===== config.mk =====
export PLATFORM = sky130hd
export DESIGN_NAME = op_dispatch_flat
export DESIGN_NICKNAME = d
export VERILOG_FILES = /design/src/rtl/data_type_pkg.sv /design/src/rtl/op_dispatch_if.sv /design/src/rtl/op_dispatch.sv /design/src/flat_wrapper.sv
export SDC_FILE = /design/constraint.sdc
export NUM_CORES = 1
export LEC_CHECK = 0
export ABC_CLOCK_PERIOD_IN_PS = 2500
export CAP_MARGIN = 20
export CORE_MARGIN = 8
export CORE_UTILIZATION = 39
export DETAILED_ROUTE_END_ITERATION = 6
export PLACE_DENSITY = 0.88
export SLEW_MARGIN = 20
export SYNTH_ARGS = -nofsm -noshare
export SYNTH_HDL_FRONTEND = slang
export SYNTH_SLANG_ARGS = --single-unit

===== constraint.sdc =====
create_clock -name clk_i -period 2.5 [get_ports clk_i]
set_clock_uncertainty 0.05 [all_clocks]
set_input_delay 0.25 -clock clk_i [delete_from_list [all_inputs] [get_ports clk_i]]
set_output_delay 0.25 -clock clk_i [all_outputs]
set_load 0.02 [all_outputs]

===== src/rtl/data_type_pkg.sv =====
// Shared bfloat16 data and mode definitions for the dispatcher and arithmetic units.
// DATA_WIDTH is {sign, exp[7:0], frac[6:0]}. Modes are 3 bits wide so that
// illegal encodings (4..7) exist and can be flagged.
package data_type_pkg;

  localparam int unsigned DATA_WIDTH = 16;
  localparam int unsigned MODE_WIDTH = 3;

  localparam logic [MODE_WIDTH-1:0] MODE_ADD = 3'd0;
  localparam logic [MODE_WIDTH-1:0] MODE_SUB = 3'd1;
  localparam logic [MODE_WIDTH-1:0] MODE_MUL = 3'd2;
  localparam logic [MODE_WIDTH-1:0] MODE_DIV = 3'd3;

endpackage


===== src/rtl/op_dispatch_if.sv =====
// op_intf: operand/result bundle between the dispatcher and one arithmetic unit.
//   op1, op2  : operands, driven by the dispatcher (bus_side / master)
//   op3       : result, driven by the unit (unit_side / slave)
//   overflow  : result overflow flag, driven by the unit
interface op_intf;
  import data_type_pkg::*;

  logic [DATA_WIDTH-1:0] op1;
  logic [DATA_WIDTH-1:0] op2;
  logic [DATA_WIDTH-1:0] op3;
  logic                  overflow;

  modport bus_side  (output op1, output op2, input  op3, input  overflow);
  modport unit_side (input  op1, input  op2, output op3, output overflow);
  modport master    (output op1, output op2, input  op3, input  overflow);
  modport slave     (input  op1, input  op2, output op3, output overflow);
endinterface


===== src/rtl/op_dispatch.sv =====
// op_dispatch: sequential bfloat16 operand dispatcher / result collector.
// Accepts one (mode, in1, in2) request on a valid/ready handshake, registers the
// operands onto the selected unit's op_intf (other units see zeros), waits the
// per-mode latency, captures op3/overflow and presents them on an output
// valid/ready handshake. A new request may be accepted in the same cycle the
// result is consumed.
// Ports:
//   clk_i, rst_ni                 clock, async active-low reset
//   in_valid_i/in_ready_o         request handshake; mode_i, in1_i, in2_i payload
//   out_valid_o/out_ready_i       result handshake; out_o, overflow_o, err_o payload
//   add/sub/mul/div_intf          unit interfaces (bus_side)
// Optional (macro OP_DISPATCH_STICKY_OVF_EN):
//   ovf_sticky_o                  sticky overflow flag
//   ovf_clr_i                     synchronous clear of the sticky flag (set wins)
module op_dispatch
  import data_type_pkg::*;
#(
  parameter int unsigned EXP_WIDTH  = 8,
  parameter int unsigned FRAC_WIDTH = 7,
  parameter int unsigned ADD_LAT    = 1,
  parameter int unsigned SUB_LAT    = 1,
  parameter int unsigned MUL_LAT    = 2,
  parameter int unsigned DIV_LAT    = 8,
  parameter int unsigned CNT_WIDTH  = 4,
  localparam int unsigned DataW     = 1 + EXP_WIDTH + FRAC_WIDTH
) (
  input  logic                  clk_i,
  input  logic                  rst_ni,
  input  logic                  in_valid_i,
  output logic                  in_ready_o,
  input  logic [MODE_WIDTH-1:0] mode_i,
  input  logic [DataW-1:0]      in1_i,
  input  logic [DataW-1:0]      in2_i,
  output logic                  out_valid_o,
  input  logic                  out_ready_i,
  output logic [DataW-1:0]      out_o,
  output logic                  overflow_o,
  output logic                  err_o,
`ifdef OP_DISPATCH_STICKY_OVF_EN
  output logic                  ovf_sticky_o,
  input  logic                  ovf_clr_i,
`endif
  op_intf.bus_side              add_intf,
  op_intf.bus_side              sub_intf,
  op_intf.bus_side              mul_intf,
  op_intf.bus_side              div_intf
);

  typedef enum logic [1:0] {StIdle, StBusy, StDone} state_e;

  state_e                state_q, state_d;
  logic [MODE_WIDTH-1:0] mode_q, mode_d;
  logic [DataW-1:0]      in1_q, in1_d, in2_q, in2_d;
  logic [DataW-1:0]      out_q, out_d;
  logic [CNT_WIDTH-1:0]  cnt_q, cnt_d;
  logic                  ovf_q, ovf_d, err_q, err_d;

  logic                  accept, capture;
  logic                  sel_add, sel_sub, sel_mul, sel_div, illegal_q;
  logic [CNT_WIDTH-1:0]  lat_init;
  logic [DataW-1:0]      res;
  logic                  res_ovf;

  assign in_ready_o  = (state_q == StIdle) || ((state_q == StDone) && out_ready_i);
  assign accept      = in_valid_i && in_ready_o;
  assign capture     = (state_q == StBusy) && (cnt_q == '0);
  assign out_valid_o = (state_q == StDone);
  assign out_o       = out_q;
  assign overflow_o  = ovf_q;
  assign err_o       = err_q;

  // Unit selection comes from the latched mode, so operands only move on accept.
  assign sel_add   = (mode_q == MODE_ADD);
  assign sel_sub   = (mode_q == MODE_SUB);
  assign sel_mul   = (mode_q == MODE_MUL);
  assign sel_div   = (mode_q == MODE_DIV);
  assign illegal_q = !(sel_add || sel_sub || sel_mul || sel_div);

  assign add_intf.op1 = sel_add ? in1_q : '0;
  assign add_intf.op2 = sel_add ? in2_q : '0;
  assign sub_intf.op1 = sel_sub ? in1_q : '0;
  assign sub_intf.op2 = sel_sub ? in2_q : '0;
  assign mul_intf.op1 = sel_mul ? in1_q : '0;
  assign mul_intf.op2 = sel_mul ? in2_q : '0;
  assign div_intf.op1 = sel_div ? in1_q : '0;
  assign div_intf.op2 = sel_div ? in2_q : '0;

  // Counter preload is LAT-1 so the capture happens in cycle T+LAT.
  always_comb begin
    lat_init = '0;
    case (mode_i)
      MODE_ADD: lat_init = CNT_WIDTH'(ADD_LAT - 1);
      MODE_SUB: lat_init = CNT_WIDTH'(SUB_LAT - 1);
      MODE_MUL: lat_init = CNT_WIDTH'(MUL_LAT - 1);
      MODE_DIV: lat_init = CNT_WIDTH'(DIV_LAT - 1);
      default:  lat_init = '0;
    endcase
  end

  always_comb begin
    res     = '0;
    res_ovf = 1'b0;
    unique case (mode_q)
      MODE_ADD: begin res = add_intf.op3; res_ovf = add_intf.overflow; end
      MODE_SUB: begin res = sub_intf.op3; res_ovf = sub_intf.overflow; end
      MODE_MUL: begin res = mul_intf.op3; res_ovf = mul_intf.overflow; end
      MODE_DIV: begin res = div_intf.op3; res_ovf = div_intf.overflow; end
      default:  ;
    endcase
  end

  always_comb begin
    state_d = state_q;
    mode_d  = mode_q;
    in1_d   = in1_q;
    in2_d   = in2_q;
    cnt_d   = cnt_q;
    out_d   = out_q;
    ovf_d   = ovf_q;
    err_d   = err_q;
    unique case (state_q)
      StIdle: ;
      StBusy: begin
        if (capture) begin
          out_d   = res;
          ovf_d   = res_ovf;
          err_d   = illegal_q;
          state_d = StDone;
        end else begin
          cnt_d = cnt_q - CNT_WIDTH'(1);
        end
      end
      StDone: if (out_ready_i) state_d = StIdle;
      default: state_d = StIdle;
    endcase
    // Accept is only possible in IDLE or in DONE with the result consumed.
    if (accept) begin
      mode_d  = mode_i;
      in1_d   = in1_i;
      in2_d   = in2_i;
      cnt_d   = lat_init;
      state_d = StBusy;
    end
  end

  always_ff @(posedge clk_i or negedge rst_ni) begin
    if (!rst_ni) begin
      state_q <= StIdle;
      mode_q  <= '0;
      in1_q   <= '0;
      in2_q   <= '0;
      cnt_q   <= '0;
      out_q   <= '0;
      ovf_q   <= 1'b0;
      err_q   <= 1'b0;
    end else begin
      state_q <= state_d;
      mode_q  <= mode_d;
      in1_q   <= in1_d;
      in2_q   <= in2_d;
      cnt_q   <= cnt_d;
      out_q   <= out_d;
      ovf_q   <= ovf_d;
      err_q   <= err_d;
    end
  end

`ifdef OP_DISPATCH_STICKY_OVF_EN
  logic sticky_q, sticky_d;

  // Set has priority over clear.
  always_comb begin
    sticky_d = sticky_q;
    if (ovf_clr_i) sticky_d = 1'b0;
    if (capture && res_ovf) sticky_d = 1'b1;
  end

  always_ff @(posedge clk_i or negedge rst_ni) begin
    if (!rst_ni) sticky_q <= 1'b0;
    else         sticky_q <= sticky_d;
  end

  assign ovf_sticky_o = sticky_q;
`endif

endmodule

===== src/flat_wrapper.sv =====
// flat-port wrapper written by rule: the top's interface ports become plain ports
module op_dispatch_flat import data_type_pkg::*;
#(
  parameter int unsigned EXP_WIDTH  = 8,
  parameter int unsigned FRAC_WIDTH = 7,
  parameter int unsigned ADD_LAT    = 1,
  parameter int unsigned SUB_LAT    = 1,
  parameter int unsigned MUL_LAT    = 2,
  parameter int unsigned DIV_LAT    = 8,
  parameter int unsigned CNT_WIDTH  = 4,
  localparam int unsigned DataW     = 1 + EXP_WIDTH + FRAC_WIDTH
)
  (clk_i, rst_ni, in_valid_i, in_ready_o, mode_i, in1_i, in2_i, out_valid_o, out_ready_i, out_o, overflow_o, err_o, add_intf_op1, add_intf_op2, add_intf_op3, add_intf_overflow, sub_intf_op1, sub_intf_op2, sub_intf_op3, sub_intf_overflow, mul_intf_op1, mul_intf_op2, mul_intf_op3, mul_intf_overflow, div_intf_op1, div_intf_op2, div_intf_op3, div_intf_overflow);
  op_intf add_intf_i ();
  op_intf sub_intf_i ();
  op_intf mul_intf_i ();
  op_intf div_intf_i ();
  input  logic clk_i;
  input  logic rst_ni;
  input  logic in_valid_i;
  output logic in_ready_o;
  input  logic [MODE_WIDTH-1:0] mode_i;
  input  logic [DataW-1:0] in1_i;
  input  logic [DataW-1:0] in2_i;
  output logic out_valid_o;
  input  logic out_ready_i;
  output logic [DataW-1:0] out_o;
  output logic overflow_o;
  output logic err_o;
  output wire logic [$bits(add_intf_i.op1)-1:0] add_intf_op1;
  output wire logic [$bits(add_intf_i.op2)-1:0] add_intf_op2;
  input wire logic [$bits(add_intf_i.op3)-1:0] add_intf_op3;
  input wire logic [$bits(add_intf_i.overflow)-1:0] add_intf_overflow;
  output wire logic [$bits(sub_intf_i.op1)-1:0] sub_intf_op1;
  output wire logic [$bits(sub_intf_i.op2)-1:0] sub_intf_op2;
  input wire logic [$bits(sub_intf_i.op3)-1:0] sub_intf_op3;
  input wire logic [$bits(sub_intf_i.overflow)-1:0] sub_intf_overflow;
  output wire logic [$bits(mul_intf_i.op1)-1:0] mul_intf_op1;
  output wire logic [$bits(mul_intf_i.op2)-1:0] mul_intf_op2;
  input wire logic [$bits(mul_intf_i.op3)-1:0] mul_intf_op3;
  input wire logic [$bits(mul_intf_i.overflow)-1:0] mul_intf_overflow;
  output wire logic [$bits(div_intf_i.op1)-1:0] div_intf_op1;
  output wire logic [$bits(div_intf_i.op2)-1:0] div_intf_op2;
  input wire logic [$bits(div_intf_i.op3)-1:0] div_intf_op3;
  input wire logic [$bits(div_intf_i.overflow)-1:0] div_intf_overflow;
  assign add_intf_op1 = add_intf_i.op1;
  assign add_intf_op2 = add_intf_i.op2;
  assign add_intf_i.op3 = add_intf_op3;
  assign add_intf_i.overflow = add_intf_overflow;
  assign sub_intf_op1 = sub_intf_i.op1;
  assign sub_intf_op2 = sub_intf_i.op2;
  assign sub_intf_i.op3 = sub_intf_op3;
  assign sub_intf_i.overflow = sub_intf_overflow;
  assign mul_intf_op1 = mul_intf_i.op1;
  assign mul_intf_op2 = mul_intf_i.op2;
  assign mul_intf_i.op3 = mul_intf_op3;
  assign mul_intf_i.overflow = mul_intf_overflow;
  assign div_intf_op1 = div_intf_i.op1;
  assign div_intf_op2 = div_intf_i.op2;
  assign div_intf_i.op3 = div_intf_op3;
  assign div_intf_i.overflow = div_intf_overflow;
  op_dispatch #(.EXP_WIDTH(EXP_WIDTH), .FRAC_WIDTH(FRAC_WIDTH), .ADD_LAT(ADD_LAT), .SUB_LAT(SUB_LAT), .MUL_LAT(MUL_LAT), .DIV_LAT(DIV_LAT), .CNT_WIDTH(CNT_WIDTH)) u_core (.clk_i(clk_i), .rst_ni(rst_ni), .in_valid_i(in_valid_i), .in_ready_o(in_ready_o), .mode_i(mode_i), .in1_i(in1_i), .in2_i(in2_i), .out_valid_o(out_valid_o), .out_ready_i(out_ready_i), .out_o(out_o), .overflow_o(overflow_o), .err_o(err_o), .add_intf(add_intf_i), .sub_intf(sub_intf_i), .mul_intf(mul_intf_i), .div_intf(div_intf_i));
endmodule

======== After elaboration in Yosys (flattened, before gate mapping) ========
Index checks and enable logic that the tools add are counted.
operators by class
  $add $sub $neg .......................... 1
  eq/ne operators ......................... 11
  mux-type cells .......................... 18
  reductions and logical operators ........ 15
operators with widths
  operator                                                                 number
  16-bit 2-to-1 mux                                                        8
  16-bit one-hot mux with 4 select lines                                   1
  3-bit by 2-bit equality test with 1-bit output, second input constant    4
  4-bit 2-to-1 mux                                                         3
  2-bit 2-to-1 mux                                                         3
  3-bit by 1-bit inequality test with 1-bit output, second input constant  2
  2-bit one-hot mux with 3 select lines                                    1
  3-bit one-hot mux with 2 select lines                                    1
  4-bit logical NOT                                                        1
  1-bit logical OR                                                         4
  2-bit by 1-bit inequality test with 1-bit output, second input constant  2
  1-bit one-hot mux with 4 select lines                                    1
  2-bit AND reduction                                                      2
  4-bit by 1-bit subtractor with 4-bit output, second input constant       1
  3-bit by 1-bit equality test with 1-bit output, second input constant    1
  1-bit logical AND                                                        3
  3-bit logical NOT                                                        1
  3-bit AND reduction                                                      1
  2-bit by 1-bit equality test with 1-bit output, second input constant    1
  2-bit equality test, second input constant                               1
  2-bit logical NOT                                                        1
  2-bit nonzero test                                                       1
  1-bit logical NOT                                                        1
word-level totals
  register bits ........................... 59
  input port bits ......................... 107
  output and inout port bits .............. 148

======== Longest topological paths before layout ========
  depth after elaboration ................. 6
  mapped depth ............................ 7
  gate-level depth less buffers ........... 6

======== Least setup slack after synthesis ========
OpenSTA, ideal clock, no wires.
  path type ............................... reg2out
  start ................................... register u_core.mode_q[0]
  end ..................................... output port mul_intf_op1[0]
  data arrival time ....................... 1273 ps
  path slack .............................. 927 ps
  cell stages (with the launch flop) ...... 5
  buffers on the path ..................... 2
  cells stage by stage .................... dfrtp_1 buf_6 nor3b_2 clkbuf_1 and2_1
on the way
  longest elaborated chain between the ends .. 2
RTL lines
  what                                            RTL line            text
  start: declaration                              op_dispatch.sv:52   logic [MODE_WIDTH-1:0] mode_q, mode_d;
  start signal: assignment                        op_dispatch.sv:158  mode_q <= mode_d;
  3-bit by 2-bit equality test with 1-bit output  op_dispatch.sv:75   assign sel_mul = (mode_q == MODE_MUL);
  16-bit 2-to-1 mux                               op_dispatch.sv:83   assign mul_intf.op1 = sel_mul ? in1_q : '0;
  end: declaration                                flat_wrapper.sv:38  output wire logic [$bits(mul_intf_i.op1)-1:0] mul_intf_op1;
Every way passes these cells.

======== Final worst setup path ========
  start ................................... register u_core.mode_q[2]
  end ..................................... output port div_intf_op2[10]
on the way
  longest elaborated chain between the ends .. 2
RTL lines
  what                                            RTL line            text
  3-bit by 2-bit equality test with 1-bit output  op_dispatch.sv:76   assign sel_div = (mode_q == MODE_DIV);
  16-bit 2-to-1 mux                               op_dispatch.sv:86   assign div_intf.op2 = sel_div ? in2_q : '0;
  end: declaration                                flat_wrapper.sv:43  output wire logic [$bits(div_intf_i.op2)-1:0] div_intf_op2;
Every way passes these cells.

==> impl_metrics.ini <==
[sta]
max_freq_ghz = 0.417
maxSlewViolCount = 0
finalCriticalPeriod_ns = 2.40
period_share = 0.960
timing.final.ws_setup_ns = 0.101
finalHoldViolCount = 0
grt_setup_unrepaired = false
worst_pin_slew_ns = 0.709
relSlewSlack = 0.527
tns_ns = 0
final-setup-viol-count = 0

[pwr]
p_per_area_nw_per_um2 = 1130
leakagePower_uw = 0.00269
ir_drop_mv = 0.621
p_total_uw = 7410

[global_routing]
grt_pass1_vias = 3688
antenna_found_initial = 0
grt_max_degree = 43
track_usage = 0.194
grt_pass1_wl_um = 19700
grt_overflow_total = 0

[synthesis]
ys.warnings.count = 0
synth_edf_count = 0
ys_types = 37
syn_area_per_cell_um2 = 11.7
synthFlopType = dfrtp_1
synth_area_um2 = 3690
synth_top_area_cell = dfrtp_1
ys_seq_elements = 59
syn_inst = 316
syn_nets = 425
ys_top_cells_by_area = dfrtp_1 40%, and2_1 22%, mux4_2 9.2%
seq_area_frac_synth = 0.400
synthArstFlopShare = 1.00
yosysTopAreaCellShare = 0.400

[final_layout]
multi_input_area_um2 = 2060
ff_latch_area_um2 = 1480
fill_cells = 661
layout_common_cells = 253 x clkdlybuf4s50_1, 128 x and2_1, 56 x dfrtp_1, 24 x mux2_2, 17 x a22o_1
syn_to_final_growth_pct = 78.5
diodes = 0
final_common_cell = clkdlybuf4s50_1
nNetsFinal = 681
drive_gt1_frac = 0.156

[setup_path]
crit_arrival_ns = 2.10
worst-setup-path-type = reg2out
r2r_slack_ns = 0.57
worstPathCellList = and3b_1 -> buf_6 -> and2_1 -> clkdlybuf4s50_1
path_delay_family = buffers and inverters
crit_buf_inv = 2
cp-end-kind = output port
startpoint_type = flip-flop
slowest_stage = clkdlybuf4s50_1
crit_fanout = 28
max_stage_delay_ns = 0.61
crit_required_ns = 2.20

[placed_design]
dp_hpwl_um = 10900
place.gp.congestion = 0.749
pre_cts_slack_ns = 0.321
port_buffers = 254

[clock_network]
tritoncts = built
clk_pin_slew_ns = 0.07
cts.sinks = 59
cts_max_level = 3
numCtsBuffers = 9
insertion_delay_ns = 0.32
cts.path.max_buffers = 2
cts-root-buf = clkbuf_8

[floorplanning]
num_rows = 35
start_util = 0.401
die_h_um = 113
die-area_um2 = 12800
top_level_ports = 255
coreArea_um2 = 9200
die_w_um = 113

[route]
routed_wl_um = 13200
vias = 3374
drc = 0
vias_per_cell = 4.90
routedWlPerCell_um = 19.2
drtPass1Iterations = 6
drtAntennaViolNets = 0
drt-initial-drc-count = 86

[job]
max_cap_viol_count = 0

[min_path]
min_path_type = reg2reg

[status]
status = completed
## flip-flops by register name (all words and copies together) (netlist names)
| register | flops |
|---|---|
| u_core.overflow_o | 1 |
| u_core.mode_q | 3 |
| u_core.state_q | 2 |
| u_core.in1_q | 16 |
| u_core.cnt_q | 4 |
| u_core.err_o | 1 |
| u_core.in2_q | 16 |
| u_core.out_o | 16 |
## area by class of cell
cell class / instances / area share
clock buffer: 10 / 0.0194
inverter: 4 / 0.00228
clock inverter: 6 / 0.0122
multi-input combinational: 230 / 0.313
sequential: 59 / 0.225
timing repair buffer: 268 / 0.407
tap: 111 / 0.0211
## per-stage QoR
stage	hold slack, ns	cell area [um^2]	util	instances
6_report	0.459	6580	0.716	688
2_1_floorplan	-0.0956	3690	-	316
3_5_place_dp	0.279	6350	0.690	671
3_3_place_gp	0.267	6350	0.690	671
4_1_cts	0.460	6580	0.715	688
5_1_grt	0.474	6580	0.716	688
## report_power, final
group	switching (uW)	internal, uW	total, uW
Combinational	2100	2460	4570
Sequential	508	1410	1920
Clock	367	554	921
## cell usage after synthesis, types with 2 or more instances
library cell	n
and2_1	128
o21ai_0	3
clkbuf_1	7
mux2_4	10
mux2_2	24
inv_1	4
buf_6	7
clkbuf_2	3
a22o_1	17
nand2_1	2
nor3b_4	2
nor2_1	2
and2b_1	2
dfrtp_1	59
buf_2	6
ha_1	2
mux4_1	2
mux2_1	2
mux4_2	15
nor3b_2	2
## layer usage
| layer | up-vias | routed length, um | global-route usage |
|---|---|---|---|
| li1 | 1592 | - | - |
| met1 | 1606 | 4840 | 0.189 |
| met2 | 154 | 7100 | 0.374 |
| met3 | 22 | 1000 | 0.0682 |
| met4 | 0 | 287 | 0.0586 |
| met5 | - | 0 | 0 |
## kinds of logic after synthesis
kind of cell | Yosys count | share of synthesized area
simple gates | 148 | 0.264
mux | 54 | 0.229
buf+inv | 27 | 0.0448
compound gates | 25 | 0.0536
xor+xnor | 1 | 0.00237
fa+ha+maj | 2 | 0.00678
flops | 59 | 0.400
## worst paths after layout
check,startpoint,end,depth (start not counted)
max in group asynchronous,rst_ni,u_core.mode_q[1],3
hold / removal,u_core.out_o[2],u_core.out_o[2],1
setup reg to reg,u_core.cnt_q[0],u_core.out_o[1],6
setup / recovery,u_core.mode_q[2],div_intf_op2[10],4
min in group asynchronous,rst_ni,u_core.in1_q[8],2
hold reg to reg,u_core.out_o[2],u_core.out_o[2],1
## repair_timing
item,in CTS,in global routing
hold buffers,1,0
setup buffers,0,0
resized for setup,2,4
endpoints found under the hold margin,29,0
endpoints found under the setup margin,33,84
(Power assumes the default switching activity.)
